$ cat config.mk
export PLATFORM = sky130hd
export DESIGN_NAME = alu_mc
export DESIGN_NICKNAME = d
export VERILOG_FILES = /design/src/rtl/alu_mc.sv
export SDC_FILE = /design/constraint.sdc
export NUM_CORES = 1
export LEC_CHECK = 0
export ABC_AREA = 1
export CELL_PAD_IN_SITES_DETAIL_PLACEMENT = 0
export CELL_PAD_IN_SITES_GLOBAL_PLACEMENT = 1
export CORE_MARGIN = 1
export CORE_UTILIZATION = 38
export DETAILED_ROUTE_END_ITERATION = 8
export PLACE_DENSITY_LB_ADDON = 0.1
export SLEW_MARGIN = 30
export SYNTH_ARGS = -nofsm -noshare
export SYNTH_HDL_FRONTEND = slang
export SYNTH_SLANG_ARGS = --single-unit
$ cat constraint.sdc
create_clock -name clk -period 5.7 [get_ports clk]
set_input_delay 0.855 -clock clk [delete_from_list [all_inputs] [get_ports clk]]
set_output_delay 0.855 -clock clk [all_outputs]
set_load 0.005 [all_outputs]
$ cat src/rtl/alu_mc.sv
// Multi-cycle ALU for the execute stage: single-cycle ops complete in IDLE, signed MUL iterates one bit per cycle in BUSY.
// Handshake is valid/ready on input; out_valid is a one-cycle pulse with registered result and {Z,N,C,V} flags.
module alu_mc #(
    parameter int WIDTH = 8
) (
    input  logic             clk,
    input  logic             rst_n,
    input  logic             in_valid,
    output logic             in_ready,
    input  logic [3:0]       op,
    input  logic [WIDTH-1:0] s1,
    input  logic [WIDTH-1:0] s2,
    input  logic [WIDTH-1:0] imm,
    input  logic [WIDTH-1:0] ex_in,
    output logic             out_valid,
    output logic [WIDTH-1:0] result,
    output logic [3:0]       flags
);
    localparam int SHW = $clog2(WIDTH);

    localparam logic [3:0] OP_ADD  = 4'h1;
    localparam logic [3:0] OP_SUB  = 4'h2;
    localparam logic [3:0] OP_NAND = 4'h3;
    localparam logic [3:0] OP_SHL  = 4'h4;
    localparam logic [3:0] OP_SHR  = 4'h5;
    localparam logic [3:0] OP_OUT  = 4'h6;
    localparam logic [3:0] OP_IN   = 4'h7;
    localparam logic [3:0] OP_MOV  = 4'h8;
    localparam logic [3:0] OP_MUL  = 4'h9;
    localparam logic [3:0] OP_SHLN = 4'hA;
    localparam logic [3:0] OP_SHRN = 4'hB;
    localparam logic [3:0] OP_STR  = 4'hE;
    localparam logic [3:0] OP_LDI  = 4'hF;

    typedef enum logic {IDLE, BUSY} state_t;

    state_t             r_state;
    logic [WIDTH-1:0]   r_result;
    logic [3:0]         r_flags;
    logic               r_out_valid;
    logic [SHW-1:0]     r_count;
    logic [2*WIDTH-1:0] r_acc;
    logic [2*WIDTH-1:0] r_mcand;
    logic [WIDTH-1:0]   r_mplr;
    logic               r_neg;

    logic [SHW-1:0]     w_amt;
    logic [WIDTH:0]     w_add;
    logic [WIDTH-1:0]   w_sub;
    logic [WIDTH:0]     w_shln;
    logic [WIDTH:0]     w_shrn;
    logic [WIDTH-1:0]   w_res;
    logic [3:0]         w_fl;
    logic               w_set_zn;
    logic [WIDTH-1:0]   w_abs1;
    logic [WIDTH-1:0]   w_abs2;
    logic [2*WIDTH-1:0] w_acc_sum;
    logic [2*WIDTH-1:0] w_prod;
    logic [WIDTH:0]     w_prod_hi;
    logic               w_mul_v;

    assign in_ready  = (r_state == IDLE);
    assign out_valid = r_out_valid;
    assign result    = r_result;
    assign flags     = r_flags;

    // Extra bit on each shift catches the last bit shifted out; it stays 0 for a zero amount.
    assign w_amt  = s2[SHW-1:0];
    assign w_add  = {1'b0, s1} + {1'b0, s2};
    assign w_sub  = s1 - s2;
    assign w_shln = {1'b0, s1} << w_amt;
    assign w_shrn = {s1, 1'b0} >> w_amt;

    always_comb begin
        w_res    = '0;
        w_fl     = r_flags;
        w_set_zn = 1'b0;
        case (op)
            OP_ADD: begin
                w_res    = w_add[WIDTH-1:0];
                w_set_zn = 1'b1;
                w_fl[1]  = w_add[WIDTH];
                w_fl[0]  = (s1[WIDTH-1] == s2[WIDTH-1]) && (w_add[WIDTH-1] != s1[WIDTH-1]);
            end
            OP_SUB: begin
                w_res    = w_sub;
                w_set_zn = 1'b1;
                w_fl[1]  = (s1 < s2);
                w_fl[0]  = (s1[WIDTH-1] != s2[WIDTH-1]) && (w_sub[WIDTH-1] != s1[WIDTH-1]);
            end
            OP_NAND: begin
                w_res    = ~(s1 & s2);
                w_set_zn = 1'b1;
            end
            OP_SHL: begin
                w_res    = {s1[WIDTH-2:0], 1'b0};
                w_set_zn = 1'b1;
                w_fl[1]  = s1[WIDTH-1];
            end
            OP_SHR: begin
                w_res    = {1'b0, s1[WIDTH-1:1]};
                w_set_zn = 1'b1;
                w_fl[1]  = s1[0];
            end
            OP_SHLN: begin
                w_res    = w_shln[WIDTH-1:0];
                w_set_zn = 1'b1;
                w_fl[1]  = w_shln[WIDTH];
            end
            OP_SHRN: begin
                w_res    = w_shrn[WIDTH:1];
                w_set_zn = 1'b1;
                w_fl[1]  = w_shrn[0];
            end
            OP_OUT:  w_res = s1;
            OP_IN:   w_res = ex_in;
            OP_MOV:  w_res = s2;
            OP_STR:  w_res = s1;
            OP_LDI:  w_res = imm;
            default: w_res = '0;
        endcase
        if (w_set_zn) begin
            w_fl[3] = (w_res == '0);
            w_fl[2] = w_res[WIDTH-1];
        end
    end

    // Multiply works on magnitudes; the most negative operand still fits as an unsigned magnitude.
    assign w_abs1    = s1[WIDTH-1] ? (~s1 + 1'b1) : s1;
    assign w_abs2    = s2[WIDTH-1] ? (~s2 + 1'b1) : s2;
    assign w_acc_sum = r_acc + (r_mplr[0] ? r_mcand : '0);
    assign w_prod    = r_neg ? (~w_acc_sum + 1'b1) : w_acc_sum;
    assign w_prod_hi = w_prod[2*WIDTH-1:WIDTH-1];
    assign w_mul_v   = !((&w_prod_hi) || !(|w_prod_hi));

    always_ff @(posedge clk or negedge rst_n) begin
        if (!rst_n) begin
            r_state     <= IDLE;
            r_result    <= '0;
            r_flags     <= '0;
            r_out_valid <= 1'b0;
            r_count     <= '0;
            r_acc       <= '0;
            r_mcand     <= '0;
            r_mplr      <= '0;
            r_neg       <= 1'b0;
        end else begin
            r_out_valid <= 1'b0;
            case (r_state)
                IDLE: begin
                    if (in_valid) begin
                        if (op == OP_MUL) begin
                            r_state <= BUSY;
                            r_count <= SHW'(WIDTH - 1);
                            r_acc   <= '0;
                            r_mcand <= {{WIDTH{1'b0}}, w_abs1};
                            r_mplr  <= w_abs2;
                            r_neg   <= s1[WIDTH-1] ^ s2[WIDTH-1];
                        end else begin
                            r_result    <= w_res;
                            r_flags     <= w_fl;
                            r_out_valid <= 1'b1;
                        end
                    end
                end
                BUSY: begin
                    r_acc   <= w_acc_sum;
                    r_mcand <= r_mcand << 1;
                    r_mplr  <= r_mplr >> 1;
                    if (r_count == '0) begin
                        r_state     <= IDLE;
                        r_result    <= w_prod[WIDTH-1:0];
                        r_flags     <= {(w_prod[WIDTH-1:0] == '0), w_prod[WIDTH-1], r_flags[1], w_mul_v};
                        r_out_valid <= 1'b1;
                    end else begin
                        r_count <= r_count - 1'b1;
                    end
                end
                default: r_state <= IDLE;
            endcase
        end
    end
endmodule

==> parameters.txt <==
Parameter                              Value

Floorplanning
  Core ar.    15,800 um2
  Area enclosed by the die boundary    16,600 um2
  Ports    53
  Floorplan row count    46
  Height of the die    129 um
  Horizontal extent of the die    129 um
  Starting Density    38.7%

Synthesis
  Count of mapped cells out of synthesis    983
  Share of flip-flops with an asynchronous set or reset    100%
  Unique masters post-synth    52
  Per-instance average area after synthesis    6.23 um2
  EDFF count, synth    0
  Total of warnings raised by yosys    0
  Share of the yosys chip area belonging to registers    23.7%
  Area fraction of the dominant cell type after synthesis    23.7%
  Predominant post-synthesis flop cell    dfrtp_1
  Total nets after synthesis    1,062
  Total standard cell area after synthesis    6120 um2
  Area leader, netlist    dfrtp_1
  Flop and latch count out of synthesis    58
  Main area contributors after synthesis    dfrtp_1 24%, nand2_1 19%, inv_1 9.4%

Clocking
  Cts bufs inserted    9
  TritonCTS clock tree    built
  Post-CTS Setup Repair Bufs    0
  Number of clock sinks    58
  Worst-Skew Late Latency    0.33 ns
  Post-cts repair resize count    0
  Register clock-pin slew on the reported worst setup and hold paths    0.05 ns
  Total number of H-tree levels    3
  Clk Tree Root Cell    clkbuf_16
  Number of hold buffers added after cts    0
  Longest Clk Path Bufs    2

Routing
  Detailed Routing Iterations Pass 1    7
  Number of routed nets with antenna violations    0
  DR iter-0 viols    391
  Via count    6,499
  Count of unresolved DRC violations after routing    0
  Vias per cell    5.21
  Wire per inst    16.7 um
  Total Wirelength    20.8 mm

Layout
  Final cell count without fillers    1,247
  Antenna diode count    0
  Layout cells sized above 1    5.53%
  NumNets Final    1,105
  Fraction of the core area covered by cells at the end of the flow    44.8%
  Design area    7080 um2
  Synthesis-to-layout area growth    15.7%

Critical path
  Data required time at the worst endpoint    5.96 ns
  CP max stage delay    0.71 ns
  Worst Path Arrival    3.93 ns
  Top cell family by delay on the critical path    buffers and inverters
  Total buffers and inverters traversed by the critical path    3
  Top fanout value on the critical path    16
  List of cells traversed by the critical path    clkdlybuf4s50_1 > inv_1 > ha_1 > inv_1 > o21ai_0 > nand2_1 > nand2_1 > o21ai_0 > nor3_1 > nand3_1 > nor3_1 > nand4_1 > a21oi_1
  Slowest cell on the critical path    clkdlybuf4s50_1
  Critical Setup Path Class    input port to register
  Worst Setup End Kind    register
  Launching element type of the critical path    input port

Global route
  Number of global-route vias before repair    6,297
  Overflow left after global routing    0
  All-layer global routing usage    26.5%
  Pin count of the biggest net entering global routing    59
  Wire length of the first global-routing pass    33.6 mm
  Antenna violations before repair    0

Pwr
  Leakage component of the power    3.71 nW
  Total power consumption of the routed design    2.80 mW
  Worst IR drop on VDD    0.000290 V
  Power per cell area    396 nW/um2

Timing
  Max-slew violation total from the final report    0
  Slew margin rel.    38.4%
  Total of endpoints with negative setup slack in the final report    0
  Setup TNS after final layout    0 ns
  Hold Fails Final Rpt    0
  Worst setup margin    2.03 ns
  FMAX    272 MHz
  Setup repair after global routing missed its margin    false
  Worst clock skew    0.00913 ns
  Crit path time final    3.67 ns
  Slew at the pin closest to its max-slew limit    0.917 ns
  Final clock period utilization by the worst path    64.5%
  Post-Route Hold Slack    0.481 ns

Placement
  Minimum setup slack after placement    1.76 ns
  Post-Place Cell Area    6800 um2
  Final weighted congestion of routability-driven global placement    0.971
  DP Wirelength    16.6 mm
  Placed Instances    1,231
  I/O Buffers    52

Min path
  Worst min-delay path class    register to register

Flow run
  Max-cap check violation count    0

Status
  Outcome    finished clean
## final cells by class
cell class	instances	area, um2
Clock buffer	10	229
Tap cell	216	270
Fill cell	1745	8740
Multi-Input combinational cell	742	3930
Sequential cell	58	1450
Timing Repair Buffer	58	561
Inverter	157	589
Clock inverter	6	57.6
## metal layers
metal  up-vias  global-route usage [%]  wire, um
li1       3305                       -         -
met1      3013                    33.4      9450
met2       147                    47.0     10100
met3        34                    3.28       691
met4         0                    8.58       558
met5         -                       0         0
## sequential cells by signal, indices dropped and copies added (netlist names)
register and flops:
flags 4, out_valid 1, r_acc 16, r_count 3, r_mcand 16, r_mplr 8
r_neg 1, r_state 1, result 8
## worst min-delay path: stages, from the launching register on
cell and delay (ns):
dfrtp_1 0.34, nand2_1 0.05, o21ai_0 0.06
## worst paths after layout
path	to	from	depth (start not counted)	slack (ns)
min reg2reg	result[1]$_DFFE_PN0P_	result[1]$_DFFE_PN0P_	2	0.48
max reg2reg	flags[0]$_DFFE_PN0P_	r_mplr[0]$_DFFE_PN0P_	20	2.29
min	result[1]$_DFFE_PN0P_	result[1]$_DFFE_PN0P_	2	0.48
max in group asynchronous	r_acc[2]$_DFFE_PN0P_	rst_n	2	4.49
min in group asynchronous	r_acc[14]$_DFFE_PN0P_	rst_n	2	0.67
max	flags[3]$_DFFE_PN0P_	s2[2]	13	2.03
## layout by cell type, fill, tap and decap left out, types with 5 or more instances in the layout
master and instances:
o2111ai_1 5, clkbuf_16 9, o21ai_0 74, o22ai_1 15, o211ai_1 13, clkdlybuf4s50_1 51
nor2_1 76, ha_1 37, nand4_1 17, nand2_1 303, a221oi_1 8, nand2_2 14
xor2_1 11, inv_1 154, nand3_1 69, buf_4 6, dfrtp_1 58, a21oi_1 38
nor3_1 7
## cell usage after synthesis (all sizes together) (2+ instances only)
cell type  count
a211oi         2
a21o           2
a21oi         40
a221o          4
a221oi         8
a22oi          2
a31oi          2
buf            7
clkbuf        18
dfrtp         58
fa             3
ha            37
inv          157
nand2        318
nand3         74
nand3b         3
nand4         17
nor2          83
nor3           7
nor4           4
o2111ai        5
o211ai        13
o21a           2
o21ai         76
o221ai         4
o22ai         15
o31ai          2
or2            2
xor2          11
## cell families after synthesis
family | Yosys count | synth area share, %
muxes | 1 | 0.164
buffers and inverters | 183 | 12.2
adders and majority gates | 40 | 8.54
AOI/OAI and AO/OA | 180 | 17.9
and+or+nand+nor | 509 | 35.8
xor gates and xnor gates | 12 | 1.72
DFF | 58 | 23.7
## where the power goes
group          switching [mW]  internal (mW)  total (mW)
Clock                   0.195          0.335       0.530
Combinational            1.02          0.555        1.58
Sequential              0.122          0.573       0.696
Total                    1.34           1.46        2.80
(Power assumes the default switching activity.)
